`src/rtl/trans_pkg.sv`:
```
// Shared constants and helper functions for the keep-packing stream datapath.
package trans_pkg;

  localparam int unsigned ByteW = 8;

  // Ceiling log2; returns 0 for v <= 1.
  function automatic int unsigned clog2(input int unsigned v);
    int unsigned r;
    r = 0;
    for (int i = 0; i < 32; i++) begin
      if ((64'(1) << i) < 64'(v)) r = i + 1;
    end
    return r;
  endfunction

  // Number of set bits; wide enough for the largest keep vector (64 bytes).
  function automatic int unsigned popcount(input logic [63:0] v);
    int unsigned c;
    c = 0;
    for (int i = 0; i < 64; i++) begin
      if (v[i]) c++;
    end
    return c;
  endfunction

endpackage

```
`src/rtl/keep_compact.sv`:
```
// Combinational byte compactor: moves kept bytes down to byte 0 in ascending order.
module keep_compact
  import trans_pkg::*;
#(
  parameter int unsigned N  = 8,
  parameter int unsigned CW = 4
) (
  input  logic [N*ByteW-1:0] tdata,
  input  logic [N-1:0]       tkeep,
  output logic [N*ByteW-1:0] packed_data,
  output logic [CW-1:0]      pop
);

  // Bytes above the popcount stay zero so the caller can OR the result into a buffer.
  always_comb begin
    int unsigned idx;
    idx = 0;
    packed_data = '0;
    for (int i = 0; i < N; i++) begin
      if (tkeep[i]) begin
        packed_data[idx*ByteW +: ByteW] = tdata[i*ByteW +: ByteW];
        idx++;
      end
    end
  end

  assign pop = CW'(popcount(64'(tkeep)));

endmodule

```
`src/rtl/trans_keep_pack.sv`:
```
// AXI-stream keep packer: compacts sparse beats into dense output beats, one frame at a time.
module trans_keep_pack
  import trans_pkg::*;
#(
  parameter int C_S_AXI_DATA_WIDTH = 64
) (
  input  logic                            core_clk,
  input  logic                            core_rst,
  input  logic [C_S_AXI_DATA_WIDTH-1:0]   in_tdata,
  input  logic [C_S_AXI_DATA_WIDTH/8-1:0] in_tkeep,
  input  logic                            in_tvalid,
  output logic                            in_tready,
  input  logic                            in_tlast,
  output logic [C_S_AXI_DATA_WIDTH-1:0]   out_tdata,
  output logic [C_S_AXI_DATA_WIDTH/8-1:0] out_keep,
  output logic                            out_tvalid,
  output logic                            out_tlast,
  input  logic                            out_tready
);

  localparam int unsigned W    = C_S_AXI_DATA_WIDTH;
  localparam int unsigned N    = W / ByteW;
  localparam int unsigned BW   = 2 * W;
  localparam int unsigned CW   = clog2(2 * N);
  localparam logic [CW-1:0] NCnt = CW'(N);

  logic [BW-1:0] buf_q, buf_d;
  logic [CW-1:0] cnt_q, cnt_d;
  logic          lp_q, lp_d;

  logic [W-1:0]  packed_data;
  logic [CW-1:0] pop;
  logic [CW-1:0] new_cnt;
  logic          out_fire, in_fire;

  keep_compact #(
    .N  (N),
    .CW (CW)
  ) u_compact (
    .tdata       (in_tdata),
    .tkeep       (in_tkeep),
    .packed_data (packed_data),
    .pop         (pop)
  );

  // Buffer bytes at index >= cnt are always zero, so the low half is already a valid beat.
  assign out_tdata  = buf_q[W-1:0];
  assign out_tvalid = (cnt_q >= NCnt) || (lp_q && (cnt_q != '0));
  assign out_tlast  = lp_q && (cnt_q <= NCnt);
  assign in_tready  = !lp_q && ((cnt_q < NCnt) || out_tready);

  always_comb begin
    out_keep = '0;
    for (int i = 0; i < N; i++) begin
      out_keep[i] = cnt_q > CW'(i);
    end
  end

  assign out_fire = out_tvalid && out_tready;
  assign in_fire  = in_tvalid && in_tready;

  // Drain first, then append at the post-drain count.
  always_comb begin
    buf_d   = buf_q;
    cnt_d   = cnt_q;
    lp_d    = lp_q;
    new_cnt = '0;
    if (out_fire) begin
      buf_d = {{W{1'b0}}, buf_q[BW-1:W]};
      cnt_d = (cnt_q >= NCnt) ? (cnt_q - NCnt) : '0;
      if (out_tlast) lp_d = 1'b0;
    end
    if (in_fire && ((in_tkeep != '0) || in_tlast)) begin
      new_cnt = cnt_d + pop;
      buf_d   = buf_d | ({{W{1'b0}}, packed_data} << (32'(cnt_d) * ByteW));
      cnt_d   = new_cnt;
      if (in_tlast) lp_d = (new_cnt != '0);
    end
  end

  always_ff @(posedge core_clk or posedge core_rst) begin
    if (core_rst) begin
      buf_q <= '0;
      cnt_q <= '0;
      lp_q  <= 1'b0;
    end else begin
      buf_q <= buf_d;
      cnt_q <= cnt_d;
      lp_q  <= lp_d;
    end
  end

endmodule

```
`config.mk`:
```
export PLATFORM = sky130hd
export DESIGN_NAME = trans_keep_pack
export DESIGN_NICKNAME = d
export VERILOG_FILES = /design/src/rtl/trans_pkg.sv /design/src/rtl/keep_compact.sv /design/src/rtl/trans_keep_pack.sv
export SDC_FILE = /design/constraint.sdc
export NUM_CORES = 1
export LEC_CHECK = 0
export BUFFER_PORTS_ARGS = -buffer_cell sky130_fd_sc_hd__buf_2
export CORE_ASPECT_RATIO = 0.7
export CORE_MARGIN = 2
export CORE_UTILIZATION = 61
export DETAILED_ROUTE_END_ITERATION = 12
export GPL_ROUTABILITY_DRIVEN = 0
export PLACE_DENSITY = 0.86
export SLEW_MARGIN = 20
export SYNTH_ARGS = -nofsm -noshare
export SYNTH_HDL_FRONTEND = slang
export SYNTH_SLANG_ARGS = --single-unit
```
`constraint.sdc`:
```
create_clock -name core_clk -period 4.3 [get_ports core_clk]
set_input_delay 0.215 -clock core_clk [delete_from_list [all_inputs] [get_ports core_clk]]
set_output_delay 0.215 -clock core_clk [all_outputs]
set_load 0.05 [all_outputs]
```
==> results of run 1 <==
synthesized netlist by cell type (all sizes together) (6+ instances only):
library cell,instances,area (um2)
nand2,190,713
nor2,165,619
mux2i,145,1480
dfrtp,133,3330
buf,107,681
clkbuf,96,362
o21ai,95,483
a21oi,75,387
mux2,44,507
nand3,43,215
a22oi,41,308
o221ai,41,359
o22ai,41,263
nor3,37,190
inv,30,113
o211ai,29,223
and2,28,175
and3,27,169
a211oi,26,210
a221oi,21,184
ha,21,263
a31oi,20,144
a22o,19,166
nor4,18,119
xnor2,18,199
nand4,16,100
a32oi,13,114
nand2b,12,75.1
o31ai,12,90.1
a21o,9,67.6
a311oi,9,78.8
or2,8,50.1
a21boi,7,52.6
or3,7,43.8
a2bb2oi,6,52.6
a32o,6,60.1
nor2b,6,37.5
repair_timing:
item                       CTS
cloned                       3
resized for setup          232
setup endpoints to repair  124
hold endpoints to repair     0
pin swaps                   91
buffers inserted            40
routing by layer:
layer	GRT overflow	track usage [%]
met4	106	91.7
met3	64	84.3
met2	132	99.0
met1	49	88.6
met5	11	66.4
stage by stage:
step	util, %	setup TNS [ns]	std cells	setup WS [ns]	hold slack [ns]
after floorplan	-	-154.31	1700	-1.53	0.300
after global placement	77.3	-182.48	2271	-1.68	0.448
after detailed placement	77.3	-212.75	2271	-1.96	0.455
after CTS	86.2	-116.51	2343	-1.16	0.00692
logic make-up after synthesis:
logic type	Yosys count	share of synthesized area, %
AND/OR/NAND/NOR	580	20.0
AO/OA/AOI/OAI	514	27.2
buffers and inverters	234	8.59
multiplexers	189	14.8
flip-flops	133	24.7
XOR/XNOR	25	2.47
adder cells (fa/ha/maj)	23	2.25
other	1	0.0278
==> metrics, run 1 <==
post-synthesis cell type count 97; Stopped at global routing; Clock Tree Root clkbuf_16; sequential fraction of the synthesis area 24.7%; Initial Util 62.2%; number of I/O port buffers 151; cells after synthesis 1,699; Synth Cell Area 13,500 um2; Post-Syn Area per Cell 7.94 um2; ys flop type dfrtp_1; CTS Buf Count 17; clock sinks 133; status stopped before the end; Rows 45; clock buffer depth 2; die width 182 um; instance area at placement 16,800 um2; Yosys warning total 0; detailed placer's ending HPWL 43,600 um; largest net degree at the start of global routing 99; aggregate global routing overflow 362; hold_buf cts 0; Post-synth EDFFs 0; Async S/R FF share, synth 100%; I/O pins 152; Run Error [ERROR GRT-0232] Routing congestion too high. Check the congestion heatmap in the GUI.; Clock H-tree levels 4; gr usage total 90.2%; Die Y-Extent 128 um; Seq cells post-synth 133
==> run 2: changes to the inputs <==
--- a/config.mk
+++ b/config.mk
@@ -6,12 +6,11 @@
 export NUM_CORES = 1
 export LEC_CHECK = 0
 export BUFFER_PORTS_ARGS = -buffer_cell sky130_fd_sc_hd__buf_2
-export CORE_ASPECT_RATIO = 0.7
 export CORE_MARGIN = 2
-export CORE_UTILIZATION = 61
+export CORE_UTILIZATION = 40
 export DETAILED_ROUTE_END_ITERATION = 12
 export GPL_ROUTABILITY_DRIVEN = 0
-export PLACE_DENSITY = 0.86
+export PLACE_DENSITY_LB_ADDON = 0.15
 export SLEW_MARGIN = 20
 export SYNTH_ARGS = -nofsm -noshare
 export SYNTH_HDL_FRONTEND = slang
==> run 2 against run 1 <==
Effect of this change: the flow now finishes, with violations (hold timing, setup timing); area after synthesis unchanged; synthesized cell count is the same.
==> metrics, run 2 <==
Seq cells post-synth 133; detailed placer's ending HPWL 44,900 um; post-route setup slack -1.12 ns; Routed Antenna Nets 0; Vias per Instance 6.17; post-synthesis cell type count 97; Fin Hold WS -0.0335 ns; first-pass GRT wire length 90,100 um; clock sinks 133; final slew viol count 0; I/O pins 152; vias in the first global route 15,100; wire per inst 23.0 um; Period minus WS final 5.42 ns; Most Frequent Cell on Critical Path ha_4; critical path class input pin to flop; most common cell in the netlist nand2_1; CTS tree yes; worst skew pair latency 0.43 ns; Rows 67; Yosys warning total 0; crit path DAT 5.75 ns; area grow syn2layout 44.2%; Die Y-Extent 188 um; slew margin rel. 38.5%; Core Util, Final 58.3%; drt drc 0; filler instances 3,037; Leak 0.00876 uW; RSZ-0062 raised after global routing true; pwr dens 616 nW/um2; Synth area leaders dfrtp_1, mux2i_1, nand2_1; most frequent cells after synthesis nand2_1, nor2_1, mux2i_1; DR vias 15,700; clock buffer depth 2; Post-synth EDFFs 0; Slowest-stage cell, CP fa_2; first drt pass iteration count 6; CTS Buf Count 17; aggregate global routing overflow 0; Die ar. 35,200 um2; Synth top area share 24.7%; CP required 4.63 ns; top flop regs buf_q x128, cnt_q x4, lp_q x1; clock-pin slew on the worst setup and hold paths 0.06 ns; initial antenna violation count 7; max incr delay on CP 0.58 ns; Async S/R FF share, synth 100%; commonest cells after routing, fill and taps aside buf_4, nand2_1, nor2_1, buf_2, dfrtp_1; die width 188 um; crit-path max FO 7; Final Cycle Share 126%; Synth Cell Area 13,500 um2; Post-Syn Area per Cell 7.94 um2; Clock Tree Root clkbuf_16; Post-Route Skew 0.0144 ns; Top delay family on crit path adder cells; most common cell after layout, fill and taps aside buf_4; max cap viols 0; sequential fraction of the synthesis area 24.7%; Setup TNS -114.50 ns; largest net degree at the start of global routing 98; Clock H-tree levels 4; Nets 2,188; slew at the pin with the worst max-slew slack 0.921 ns; Yosys top cell by area dfrtp_1; drt initial violations 1,417; share of layout cells above drive strength 1 42.6%; Startpoint Class input pin; Most flops, register buf_q; Max Freq 185 MHz; gr usage total 32.6%; ys flop type dfrtp_1; VDD IR-drop max 0.000438 V; Initial Util 40.4%; number of I/O port buffers 151; hold_buf cts 0; max reg flops 128; Hold Vio Cnt, Final 35; crit path buf inv count 8; failing checks hold timing, setup timing; cells after synthesis 1,699; Crit. End Element flop; status complete, but fails checks; Finish-stage setup viols 123; total routed wirelength 58,700 um; Core ar. 33,400 um2; Min-Delay Path Class input pin to asynchronous set/reset pin
-- run 2: cell type report --
| class | count | area, um2 | share of cell area (%) |
|---|---|---|---|
| repair buffers | 571 | 4280 | 22.0 |
| diodes | 4 | 10.0 | 0.0515 |
| flip-flops and latches | 133 | 3330 | 17.1 |
| well taps | 448 | 561 | 2.88 |
| multi-input cells | 1334 | 10600 | 54.3 |
| clock buffers | 19 | 433 | 2.23 |
| inverters | 31 | 124 | 0.637 |
| clock inverters | 13 | 159 | 0.817 |
-- run 2: worst paths after layout --
check	startpoint	endpoint	slack, ns	cells after the start
min in group core_clk	in_tlast	lp_q$_DFF_PP0_	0.11	2
max in group asynchronous	core_rst	buf_q[26]$_DFF_PP0_	3.29	3
max reg2reg	cnt_q[0]$_DFF_PP0_	buf_q[50]$_DFF_PP0_	0.38	11
min reg2reg	buf_q[103]$_DFF_PP0_	buf_q[103]$_DFF_PP0_	0.48	2
min	core_rst	buf_q[93]$_DFF_PP0_	-0.03	2
max	in_tkeep[0]	buf_q[39]$_DFF_PP0_	-1.12	34
-- run 2: timing repair --
action | CTS | global route
gates cloned | 2 | 0
endpoints found under the setup margin | 124 | 124
pin swaps | 68 | 58
gates resized for setup | 193 | 110
endpoints found under the hold margin | 0 | 0
setup buffers | 36 | 20
-- run 2: logic make-up after synthesis --
kind of cell               after synthesis  synth area share, %
AOI/OAI and AO/OA                      514                 27.2
xor gates and xnor gates                25                 2.47
buffers and inverters                  234                 8.59
other                                    1               0.0278
muxes                                  189                 14.8
and+or+nand+nor                        580                 20.0
adders and majority gates               23                 2.25
DFF                                    133                 24.7
-- run 2: metal layers --
layer	vias up	routed length, um	track usage, %
met5	-	38	0
met4	6	3280	16.6
met3	211	4410	5.30
met2	826	27000	53.1
met1	7598	24000	41.8
li1	7108	-	-
-- run 2: power by group --
part	leakage, uW	total (uW)	switching (uW)	internal, uW
registers	0.00174	1960	289	1670
clock network	0.000283	1490	579	909
logic	0.00674	8530	5380	3150
-- run 2: per-stage QoR --
| stage | worst slack (ns) | total power (uW) | cells | area (um2) | hold slack [ns] |
|---|---|---|---|---|---|
| floorplan | -1.53 | 7110 | 1700 | 14000 | 0.300 |
| global placement | -1.96 | 9400 | 2472 | 17200 | 0.460 |
| detailed placement | -2.04 | 9460 | 2472 | 17200 | 0.469 |
| CTS | -1.13 | 11500 | 2537 | 18900 | 0.0173 |
| global route | -1.32 | 12500 | 2550 | 19400 | 0.0479 |
| finish | -1.12 | 12000 | 2553 | 19400 | -0.0335 |
No activity file was read; power rests on OpenSTA's default activity.
==> run 3: changes to the inputs <==
--- a/config.mk
+++ b/config.mk
@@ -5,8 +5,8 @@
 export SDC_FILE = /design/constraint.sdc
 export NUM_CORES = 1
 export LEC_CHECK = 0
+export ABC_AREA = 1
 export BUFFER_PORTS_ARGS = -buffer_cell sky130_fd_sc_hd__buf_2
-export CORE_MARGIN = 2
 export CORE_UTILIZATION = 40
 export DETAILED_ROUTE_END_ITERATION = 12
 export GPL_ROUTABILITY_DRIVEN = 0
==> run 3 against run 2 <==
Effect of this change: the flow still finishes with violations (hold timing, setup timing); area after synthesis up 6.6%; die area grew 4.3%; global-route usage up 3.4 points; fmax increased by 14%; clock power decreased by 3%; count of clock-buffer cells in the layout is 2 lower; critical path type unchanged; critical endpoint is now buf_q[58]$_DFF_PP0_; highest routed layer is now met4.
==> metrics, run 3 <==
status complete, but fails checks; failing checks hold timing, setup timing; vias in the first global route 17,300; die width 192 um; I/O pins 152; Yosys warning total 0; share of layout cells above drive strength 1 32.8%; slew at the pin with the worst max-slew slack 1.02 ns; crit path DAT 5.07 ns; Crit. End Element flop; Core ar. 35,500 um2; post-synthesis cell type count 54; most common cell after layout, fill and taps aside nand2_1; Post-synth EDFFs 0; crit path buf inv count 10; ant diodes 0; Hold Vio Cnt, Final 26; CTS tree yes; Clock H-tree levels 4; max incr delay on CP 0.58 ns; Most Frequent Cell on Critical Path ha_4; total routed wirelength 66,800 um; first-pass GRT wire length 101,000 um; worst skew pair latency 0.43 ns; Async S/R FF share, synth 100%; Max Freq 210 MHz; Die Y-Extent 192 um; top flop regs buf_q x128, cnt_q x4, lp_q x1; wire per inst 20.5 um; sequential fraction of the synthesis area 23.2%; pwr dens 613 nW/um2; slew margin rel. 31.8%; DR vias 18,800; clock sinks 133; CP required 4.62 ns; VDD IR-drop max 0.000761 V; critical path class input pin to flop; commonest cells after routing, fill and taps aside nand2_1, nand3_1, buf_4, nor2_1, inv_1; Final Cycle Share 110%; Synth top area share 23.2%; Yosys top cell by area dfrtp_1; Rows 69; aggregate global routing overflow 0; Post-Route Skew 0.0146 ns; final slew viol count 0; post-route setup slack -0.451 ns; detailed placer's ending HPWL 52,600 um; placed cells 3,206; Finish-stage setup viols 122; drt initial violations 2,280; non-filler instance count after layout 3,267; first drt pass iteration count 6; largest net degree at the start of global routing 98; crit-path max FO 8; Core Util, Final 55.4%; most common cell in the netlist nand2_1; drt drc 0; clock buffer depth 2; gr usage total 36.0%; max cap viols 0; Top delay family on crit path adder cells; Initial Util 40.5%; Min-Delay Path Class input pin to asynchronous set/reset pin; Post-Syn Area per Cell 5.86 um2; Slowest-stage cell, CP fa_2; most frequent cells after synthesis nand2_1, nand3_1, nor2_1; Period minus WS final 4.75 ns; ys flop type dfrtp_1; initial antenna violation count 0; cells after synthesis 2,453; Seq cells post-synth 133; Most flops, register buf_q; Synth area leaders dfrtp_1, nand2_1, nand3_1; Nets 2,893; total power 12,100 uW; Synth Cell Area 14,400 um2; CTS Buf Count 17; Clock Tree Root clkbuf_16; Routed Antenna Nets 0; Startpoint Class input pin; number of I/O port buffers 151; area grow syn2layout 36.7%; max reg flops 128; Fin Hold WS -0.0242 ns; Die ar. 36,700 um2; clock-pin slew on the worst setup and hold paths 0.08 ns; RSZ-0062 raised after global routing true; Vias per Instance 5.76; Leak 0.00999 uW
-- run 3: repair_timing --
item,4_1_cts,5_1_grt
gates resized for setup,135,116
setup endpoints to repair,122,124
gates cloned,3,0
setup buffers,18,8
pin swaps,55,66
hold buffers,0,0
-- run 3: per-layer routing --
layer / track usage (%) / wire, um
met5: 0 / 0
met4: 24.7 / 5400
met3: 6.11 / 5970
met2: 57.4 / 29600
met1: 44.3 / 25900
-- run 3: cell families after synthesis --
group,share of synthesized area [%]
adders and majority gates,2.11
muxes,1.40
other,0.0261
and+or+nand+nor,49.6
AOI/OAI and AO/OA,11.4
buffers and inverters,11.8
DFF,23.2
xor gates and xnor gates,0.540
-- run 3: final cells by class --
| type | count | area [um2] |
|---|---|---|
| Clock buffer | 17 | 425 |
| Timing Repair Buffer | 491 | 3470 |
| Inverter | 200 | 786 |
| Sequential cell | 133 | 3330 |
| Fill cell | 3583 | 15800 |
| Multi-Input combinational cell | 1950 | 10900 |
| Clock inverter | 15 | 138 |
| Tap cell | 461 | 577 |
-- run 3: final timing paths --
kind	startpoint	slack [ns]	cells past startpoint	endpoint
min	core_rst	-0.02	2	buf_q[91]$_DFF_PP0_
min in group core_clk	in_tlast	0.31	3	lp_q$_DFF_PP0_
max in group asynchronous	core_rst	3.28	3	buf_q[96]$_DFF_PP0_
max	in_tkeep[0]	-0.45	38	buf_q[58]$_DFF_PP0_
max reg2reg	cnt_q[1]$_DFF_PP0_	0.78	16	buf_q[41]$_DFF_PP0_
min reg2reg	buf_q[89]$_DFF_PP0_	0.48	2	buf_q[89]$_DFF_PP0_
-- run 3: worst register-to-register path: stages (launching register included) --
cell and delay [ns]:
dfrtp_1 0.68, nor2_1 0.13, nand2_1 0.13, nand2_1 0.06, nand2_1 0.11, nand2_4 0.06
inv_2 0.05, nand2_1 0.08, inv_1 0.14, nor2_4 0.07, inv_2 0.55, buf_4 0.68
nand3_2 0.27, nand2_1 0.12, nand2_1 0.07, nand3_2 0.14, nand2_1 0.05
-- run 3: power by group --
group / leakage, uW / internal, uW / switching [uW]
Combinational: 0.00802 / 2670 / 5880
Sequential: 0.00170 / 1730 / 326
Clock: 0.000273 / 764 / 678
-- run 3: stage by stage --
step,setup WS [ns],hold slack [ns],cell area [um2],TNS [ns]
after floorplan,-0.723,0.374,15000,-57.40
after global placement,-1.02,0.463,17900,-98.29
after detailed placement,-1.11,0.465,17900,-106.98
after CTS,-0.380,0.0107,19100,-32.75
after global routing,-0.670,0.0503,19700,-65.07
final,-0.451,-0.0242,19700,-38.89
